`src/rtl/rom_seq_reader.sv`:
```
// ============================================================================
// rom_seq_reader : program-address generator for the sequencer instruction ROM
// Revision 1.0 : initial release
// ============================================================================
`default_nettype none

module rom_seq_reader #(
  parameter int ROM_DEPTH   = 256,
  parameter int JMP_WIDTH   = 8,
  parameter int ROM_LATENCY = 2,
  parameter int STACK_DEPTH = 4
) (
  input  logic                               clk_i,
  input  logic                               rst_i,
  input  logic                               load_start_i,
  input  logic [31:0]                        start_addr_i,
  input  logic                               cmd_valid_i,
  output logic                               cmd_ready_o,
  input  logic [2:0]                         cmd_op_i,
  input  logic [JMP_WIDTH-1:0]               cmd_arg_i,
  output logic [31:0]                        rom_addr_o,
  output logic                               rom_data_rdy_o,
  output logic [$clog2(STACK_DEPTH+1)-1:0]   stack_lvl_o,
  output logic [2:0]                         err_o
);

  localparam int ADDR_WIDTH = $clog2(ROM_DEPTH);
  localparam int LVL_WIDTH  = $clog2(STACK_DEPTH + 1);
  localparam int IDX_WIDTH  = (STACK_DEPTH > 1) ? $clog2(STACK_DEPTH) : 1;

  localparam logic [ROM_LATENCY-1:0] PIPE_LOW_MASK = {ROM_LATENCY{1'b1}} >> 1;
  localparam logic [LVL_WIDTH-1:0]   STACK_FULL    = LVL_WIDTH'(STACK_DEPTH);

  localparam logic [2:0] OP_NEXT     = 3'd0;
  localparam logic [2:0] OP_JMP_UP   = 3'd1;
  localparam logic [2:0] OP_JMP_DN   = 3'd2;
  localparam logic [2:0] OP_CALL     = 3'd3;
  localparam logic [2:0] OP_RET      = 3'd4;
  localparam logic [2:0] OP_LOOP_SET = 3'd5;
  localparam logic [2:0] OP_LOOP_BR  = 3'd6;

  logic [ADDR_WIDTH-1:0]  addr_q, addr_d;
  logic [ROM_LATENCY-1:0] pipe_q, pipe_d;
  logic [LVL_WIDTH-1:0]   sp_q, sp_d;
  logic [JMP_WIDTH-1:0]   loop_cnt_q, loop_cnt_d;
  logic [2:0]             err_q, err_d;
  logic [ADDR_WIDTH-1:0]  stack_q [STACK_DEPTH];
  logic [ADDR_WIDTH-1:0]  stack_d [STACK_DEPTH];

  logic                   cmd_fire;
  logic [ADDR_WIDTH-1:0]  arg_addr;
  logic [ADDR_WIDTH-1:0]  addr_inc;
  logic [LVL_WIDTH-1:0]   sp_dec;
  logic                   unused_ok;

  // Only the low address bits of the start address select a ROM word.
  assign unused_ok = &{1'b0, start_addr_i[31:ADDR_WIDTH]};

  // Ready stays low while a fetch is still travelling through the lower pipe stages.
  assign cmd_ready_o = !load_start_i && ((pipe_q & PIPE_LOW_MASK) == '0);
  assign cmd_fire    = cmd_valid_i && cmd_ready_o;
  assign arg_addr    = ADDR_WIDTH'(cmd_arg_i);
  assign addr_inc    = addr_q + ADDR_WIDTH'(1);
  assign sp_dec      = sp_q - LVL_WIDTH'(1);

  always_comb begin
    addr_d     = addr_q;
    pipe_d     = pipe_q << 1;
    sp_d       = sp_q;
    loop_cnt_d = loop_cnt_q;
    err_d      = err_q;
    stack_d    = stack_q;

    if (load_start_i) begin
      addr_d     = start_addr_i[ADDR_WIDTH-1:0];
      pipe_d     = ROM_LATENCY'(1);
      sp_d       = '0;
      loop_cnt_d = '0;
      err_d      = '0;
    end else if (cmd_fire) begin
      pipe_d[0] = 1'b1;
      case (cmd_op_i)
        OP_NEXT:   addr_d = addr_inc;
        OP_JMP_UP: addr_d = addr_q + arg_addr;
        OP_JMP_DN: addr_d = addr_q - arg_addr;
        OP_CALL: begin
          if (sp_q == STACK_FULL) begin
            addr_d   = addr_inc;
            err_d[0] = 1'b1;
          end else begin
            stack_d[sp_q[IDX_WIDTH-1:0]] = addr_inc;
            sp_d   = sp_q + LVL_WIDTH'(1);
            addr_d = arg_addr;
          end
        end
        OP_RET: begin
          if (sp_q == '0) begin
            addr_d   = addr_inc;
            err_d[1] = 1'b1;
          end else begin
            addr_d = stack_q[sp_dec[IDX_WIDTH-1:0]];
            sp_d   = sp_dec;
          end
        end
        OP_LOOP_SET: begin
          loop_cnt_d = cmd_arg_i;
          addr_d     = addr_inc;
        end
        OP_LOOP_BR: begin
          if (loop_cnt_q != '0) begin
            loop_cnt_d = loop_cnt_q - JMP_WIDTH'(1);
            addr_d     = addr_q - arg_addr;
          end else begin
            addr_d = addr_inc;
          end
        end
        default: begin
          addr_d   = addr_inc;
          err_d[2] = 1'b1;
        end
      endcase
    end
  end

  always_ff @(posedge clk_i) begin
    if (rst_i) begin
      addr_q     <= '0;
      pipe_q     <= '0;
      sp_q       <= '0;
      loop_cnt_q <= '0;
      err_q      <= '0;
    end else begin
      addr_q     <= addr_d;
      pipe_q     <= pipe_d;
      sp_q       <= sp_d;
      loop_cnt_q <= loop_cnt_d;
      err_q      <= err_d;
    end
  end

  // Stack contents are qualified by sp_q, so they need no reset.
  always_ff @(posedge clk_i) begin
    stack_q <= stack_d;
  end

  assign rom_addr_o     = 32'(addr_q);
  assign rom_data_rdy_o = pipe_q[ROM_LATENCY-1];
  assign stack_lvl_o    = sp_q;
  assign err_o          = err_q;

endmodule

`default_nettype wire

```
`config.mk`:
```
export PLATFORM = sky130hd
export DESIGN_NAME = rom_seq_reader
export DESIGN_NICKNAME = d
export VERILOG_FILES = /design/src/rtl/rom_seq_reader.sv
export SDC_FILE = /design/constraint.sdc
export NUM_CORES = 1
export LEC_CHECK = 0
export ABC_CLOCK_PERIOD_IN_PS = 7200
export BUFFER_PORTS_ARGS = -buffer_cell sky130_fd_sc_hd__buf_2
export CORE_MARGIN = 1
export CORE_UTILIZATION = 35
export CTS_CLUSTER_DIAMETER = 120
export CTS_CLUSTER_SIZE = 8
export DETAILED_ROUTE_END_ITERATION = 8
export SETUP_SLACK_MARGIN = 0.02
export SLEW_MARGIN = 25
export SYNTH_ARGS = -nofsm -noshare
export SYNTH_HDL_FRONTEND = slang
export SYNTH_SLANG_ARGS = --single-unit
```
`constraint.sdc`:
```
create_clock -name clk_i -period 7.2 [get_ports clk_i]
set_input_delay 0.72 -clock clk_i [delete_from_list [all_inputs] [get_ports clk_i]]
set_output_delay 0.72 -clock clk_i [all_outputs]
set_load 0.01 [all_outputs]
```
# Yosys cells after proc, flatten, opt, wreduce, memory -nomap -nowiden
# Index checks and enable logic that the tools add are counted.
# totals
regBits,56
rom_bits,0
out_inout_bits,40
ramBits,0
latch_bits,0
memories,0
in_bits,47
# classes
shifts,0
div_mod_pow,0
muxes,19
add_sub_neg,6
magnitude_cmp,3
n_bitwise,5
reduce_logical,19
n_eq_ne,10
multipliers,0
# op_table
op,n
8-bit 2-to-1 mux,9
8-bit one-hot mux with 5 select lines,1
32-bit bitwise mux,1
8-bit binary-select mux with 2-bit select,1
8-bit demux with 2-bit select,1
8-bit one-hot mux with 2 select lines,1
"3-bit == test, second input constant",4
3-bit AND reduction,3
"8-bit by 1-bit adder with 8-bit output, second input constant",1
8-bit adder,1
4-bit AND reduction,2
8-bit nonzero test,1
"8-bit by 1-bit subtractor with 8-bit output, second input constant",1
8-bit subtractor,1
7-bit OR reduction,1
"3-bit by 2-bit == test with 1-bit output, second input constant",2
"3-bit >= comparator, second input constant",2
3-bit zero test,2
3-bit 2-to-1 mux,2
"2-bit inequality test, second input constant",3
2-bit NOT with 3-bit output,2
3-bit one-hot mux with 2 select lines,1
2-bit nonzero test,3
"3-bit by 1-bit adder with 3-bit output, second input constant",1
10 further kinds,15

# Longest topological paths before layout
# logic_depth
ltp_word,9
depth_mapped,11
ltp_nobuf,11

# Least setup slack after synthesis
# No wires, ideal clock.
# synth_path
path_type,register -> register
from,"register sp_q[0], in the netlist stack_lvl_o[0]"
to,register addr_q[1]
t_required_ns,7.073
setup_time_ns,0.127
arrival_ns,2.301
period_less_slack_ns,2.428
stages_incl_launch_ff,10
path_slack_ns,4.772
path_cell_list,dfxtp_1 buf_6 inv_1 ha_1 buf_1 mux4_2 a221o_1 a221oi_2 o21ai_1 nor2b_1
# synth_between
elab_chain_len,9
# synth_rtl
item,line,text
from (decl),44,"logic [LVL_WIDTH-1:0] sp_q, sp_d;"
from (signal assigned),135,sp_q <= sp_d;
3-bit by 1-bit subtractor with 3-bit output,64,assign sp_dec = sp_q - LVL_WIDTH'(1);
net sp_dec[0],53,logic [LVL_WIDTH-1:0] sp_dec;
2-bit NOT with 3-bit output (implied by the code),101,addr_d = stack_q[sp_dec[IDX_WIDTH-1:0]];
8-bit binary-select mux with 2-bit select,101,
8-bit 2-to-1 mux (implied by the code) (2 in a row),101,
8-bit 2-to-1 mux,97,if (sp_q == '0) begin
8-bit one-hot mux with 5 select lines,82,case (cmd_op_i)
8-bit 2-to-1 mux,80,end else if (cmd_fire) begin
8-bit 2-to-1 mux,74,if (load_start_i) begin
to (signal assigned),133,addr_q <= addr_d;
to (decl),42,"logic [ADDR_WIDTH-1:0] addr_q, addr_d;"
# The timed path passes the listed nets, and every way through them passes these cells. The select of a mux whose other input is x is not followed.
# A chain may end at the register's enable or synchronous reset.

# Worst setup path in the final report
# layout_path
from,"register sp_q[0], in the netlist stack_lvl_o[0]"
to,register addr_q[6]
# Same word-level chain as after synthesis.

==> impl_metrics.toml <==
[outcome]
status = "complete, no violations"

[cells_and_area]
mostFrequentLayoutCells = "38 x buf_2, 33 x nor2_1, 32 x edfxtp_1"
drive_gt1_frac = 0.1744
n_antenna_cell = 0
multi_input_area_um2 = 1942
n_fill_cell = 1007
nets = 461
final_area_um2 = 3914
final_common_cell = "buf_2"
fin_cells = 523
regArea_um2 = 1441
area_growth_pct = 6.758

[clock_tree]
cts_setup_buffers = 0
cts_max_path_buffers = 2
clk_latency_ns = 0.32
clock_sinks = 56
cts_htree_levels = 2
cts_tree = "built"
cts_resized = 0
cts_root_buf = "clkbuf_8"
clk_pin_slew_ns = 0.11
cts_buffers = 5
postCtsHoldBufs = 0

[placed_design]
dp_cells = 515
pre_cts_slack_ns = 4.298
gp_congestion = 0.8465
placed_cell_area_um2 = 3822
port_buffers = 38
hpwl_mm = 6.349

[grt]
grt_pass1_wl_mm = 13.84
grt_max_degree = 20
antenna_found_initial = 0
gr-total-overflow = 0
grt_pass1_vias = 2696
gr-usage-all-layers = 0.1613

[setup_path]
worstPathCellList = "inv_1 > ha_1 > mux4_1 > a221oi_1 > nand2_1 > a221oi_1 > o31ai_1"
critPathTopFamily = "flip-flops"
cp_num_buf_inv = 1
r2r_setup_slack_ns = 4.43
cp_common_cell = "a221oi_1"
worstPathMaxFanout = 12
slowest_stage = "dfxtp_1"
criticalPathCategory = "register to register"
startpoint_type = "register"
critPathRequiredTime_ns = 7.41
end_kind = "register"
r2r-end = "addr_q[6]"
reg2regPathDepth = 7
cp.arrival_ns = 2.98
max_stage_delay_ns = 0.74
rr_startpoint = "stack_lvl_o[0]"

[logic_synthesis]
ys_seq_elements = 56
ys_warn_count = 0
synth_ff_type = "edfxtp_1"
netlist_instances = 363
synth_top_area_cell = "edfxtp_1"
async_flop_share = 0
synth_sequential_area_ratio = 0.3932
synth_area_um2 = 3666
ys_types = 60
avgSynthCellArea_um2 = 10.10
synth_area_leaders = "edfxtp_1 26%, dfxtp_1 13%, ha_1 7.8%, buf_4 5.5%, nor2_1 3.4%"
synth_top_area_frac = 0.2621
synth_edf_count = 32

[sta]
timing.final.crit_share = 0.3847
setup_viol = 0
fmax_mhz = 361.1
min_period_ns = 2.770
clock_skew_ns = 0.01222
worst_slack_ns = 4.430
finalHoldViolCount = 0
rsz0062_at_grt = "no"
finalMaxSlewViolations = 0
worst_pin_slew_ns = 0.7225
slew_headroom = 0.5183
final.setup.tns_ns = 0

[floorplan]
die_area_um2 = 10890
core-area_um2 = 9955
rows = 36
start_util = 0.3683
die_y_um = 104.3
dieWidth_um = 104.3
io_pins = 87

[power_and_ir_drop]
leakagePower_nw = 1.570
vdd.ir_drop.worst_mv = 0.07341
power_mw = 0.6648
pwr_density_cell_nw_per_um2 = 169.9

[detailed_routing]
final_antenna_net_count = 0
wl_per_cell_um = 16.14
first_iter_violations = 233
remaining_drc_errors = 0
via_per_inst = 5.222
drt_pre_antenna_iters = 4
routed_wl_mm = 8.439
vias = 2731

[flow_run]
maxCapViolCount = 0

[hold_path]
hold_end = "pipe_q[1]"
min_path_cells = 2
hp-class = "register to register"
hp-start = "pipe_q[0]"
worst min-delay path: cells and delay by family, from the launching register on:
| family | cells | cell delay, ns |
|---|---|---|
| buffers and inverters | 1 | 0.05 |
| and+or+nand+nor | 1 | 0.03 |
| DFF | 1 | 0.32 |
routing by layer:
metal | track usage | wire [um] | vias up
li1 | - | - | 1326
met1 | 0.2017 | 3767 | 1307
met2 | 0.2857 | 4171 | 91
met3 | 0.02882 | 423 | 7
met4 | 0.03776 | 76 | 0
met5 | 0 | 0 | -
cell type report:
class | count | share of cell area
Clock buffer | 5 | 0.01758
Clock inverter | 3 | 0.005754
Inverter | 22 | 0.02110
Multi-Input combinational cell | 266 | 0.4962
Sequential cell | 56 | 0.3683
Tap cell | 133 | 0.04252
Timing Repair Buffer | 38 | 0.04859
cells by family after synthesis:
kind of cell / synth area share
buffers and inverters: 0.1007
and+or+nand+nor: 0.1277
DFF: 0.3932
muxes: 0.06041
adders and majority gates: 0.08942
other: 0.001023
AOI/OAI and AO/OA: 0.1870
xor gates and xnor gates: 0.04061
worst max-delay path by stage:
stage,start,endpoint,slack (ns),cells past startpoint
3_5_place_dp,load_start_i,loop_cnt_q[0],4.30,6
4_1_cts,stack_lvl_o[0],addr_q[6],4.37,7
5_1_grt,stack_lvl_o[0],addr_q[7],4.17,7
6_report,stack_lvl_o[0],addr_q[6],4.43,7
2_1_floorplan,stack_lvl_o[0],addr_q[1],4.77,9
3_3_place_gp,load_start_i,loop_cnt_q[0],4.31,6
through the flow:
stage                       util  hold WS, ns
after CTS                 0.3932       0.4317
after global routing      0.3932       0.4395
final                     0.3932       0.4215
after detailed placement  0.3840       0.4213
after floorplan                -       0.4083
after global placement    0.3840       0.4197
flip-flops by register name, indices dropped and copies added, names as in the netlist:
signal       cells
err_o            3
loop_cnt_q       8
stack_lvl_o      3
addr_q           8
pipe_q           2
stack_q         32
Yosys cell counts, drive strengths merged (6+ instances only):
master  count
buf        35
nor2       34
edfxtp     32
a21oi      25
dfxtp      24
nand2      24
ha         23
inv        22
o21ai      19
a221oi     13
xnor2      12
mux4        8
clkbuf      7
nor2b       6
power by group:
part	switching (mW)	internal (mW)	leakage, nW
combinational	0.0775	0.0488	1.04
clock	0.113	0.0702	0.0485
sequential	0.0102	0.345	0.487
(Power assumes the default switching activity.)
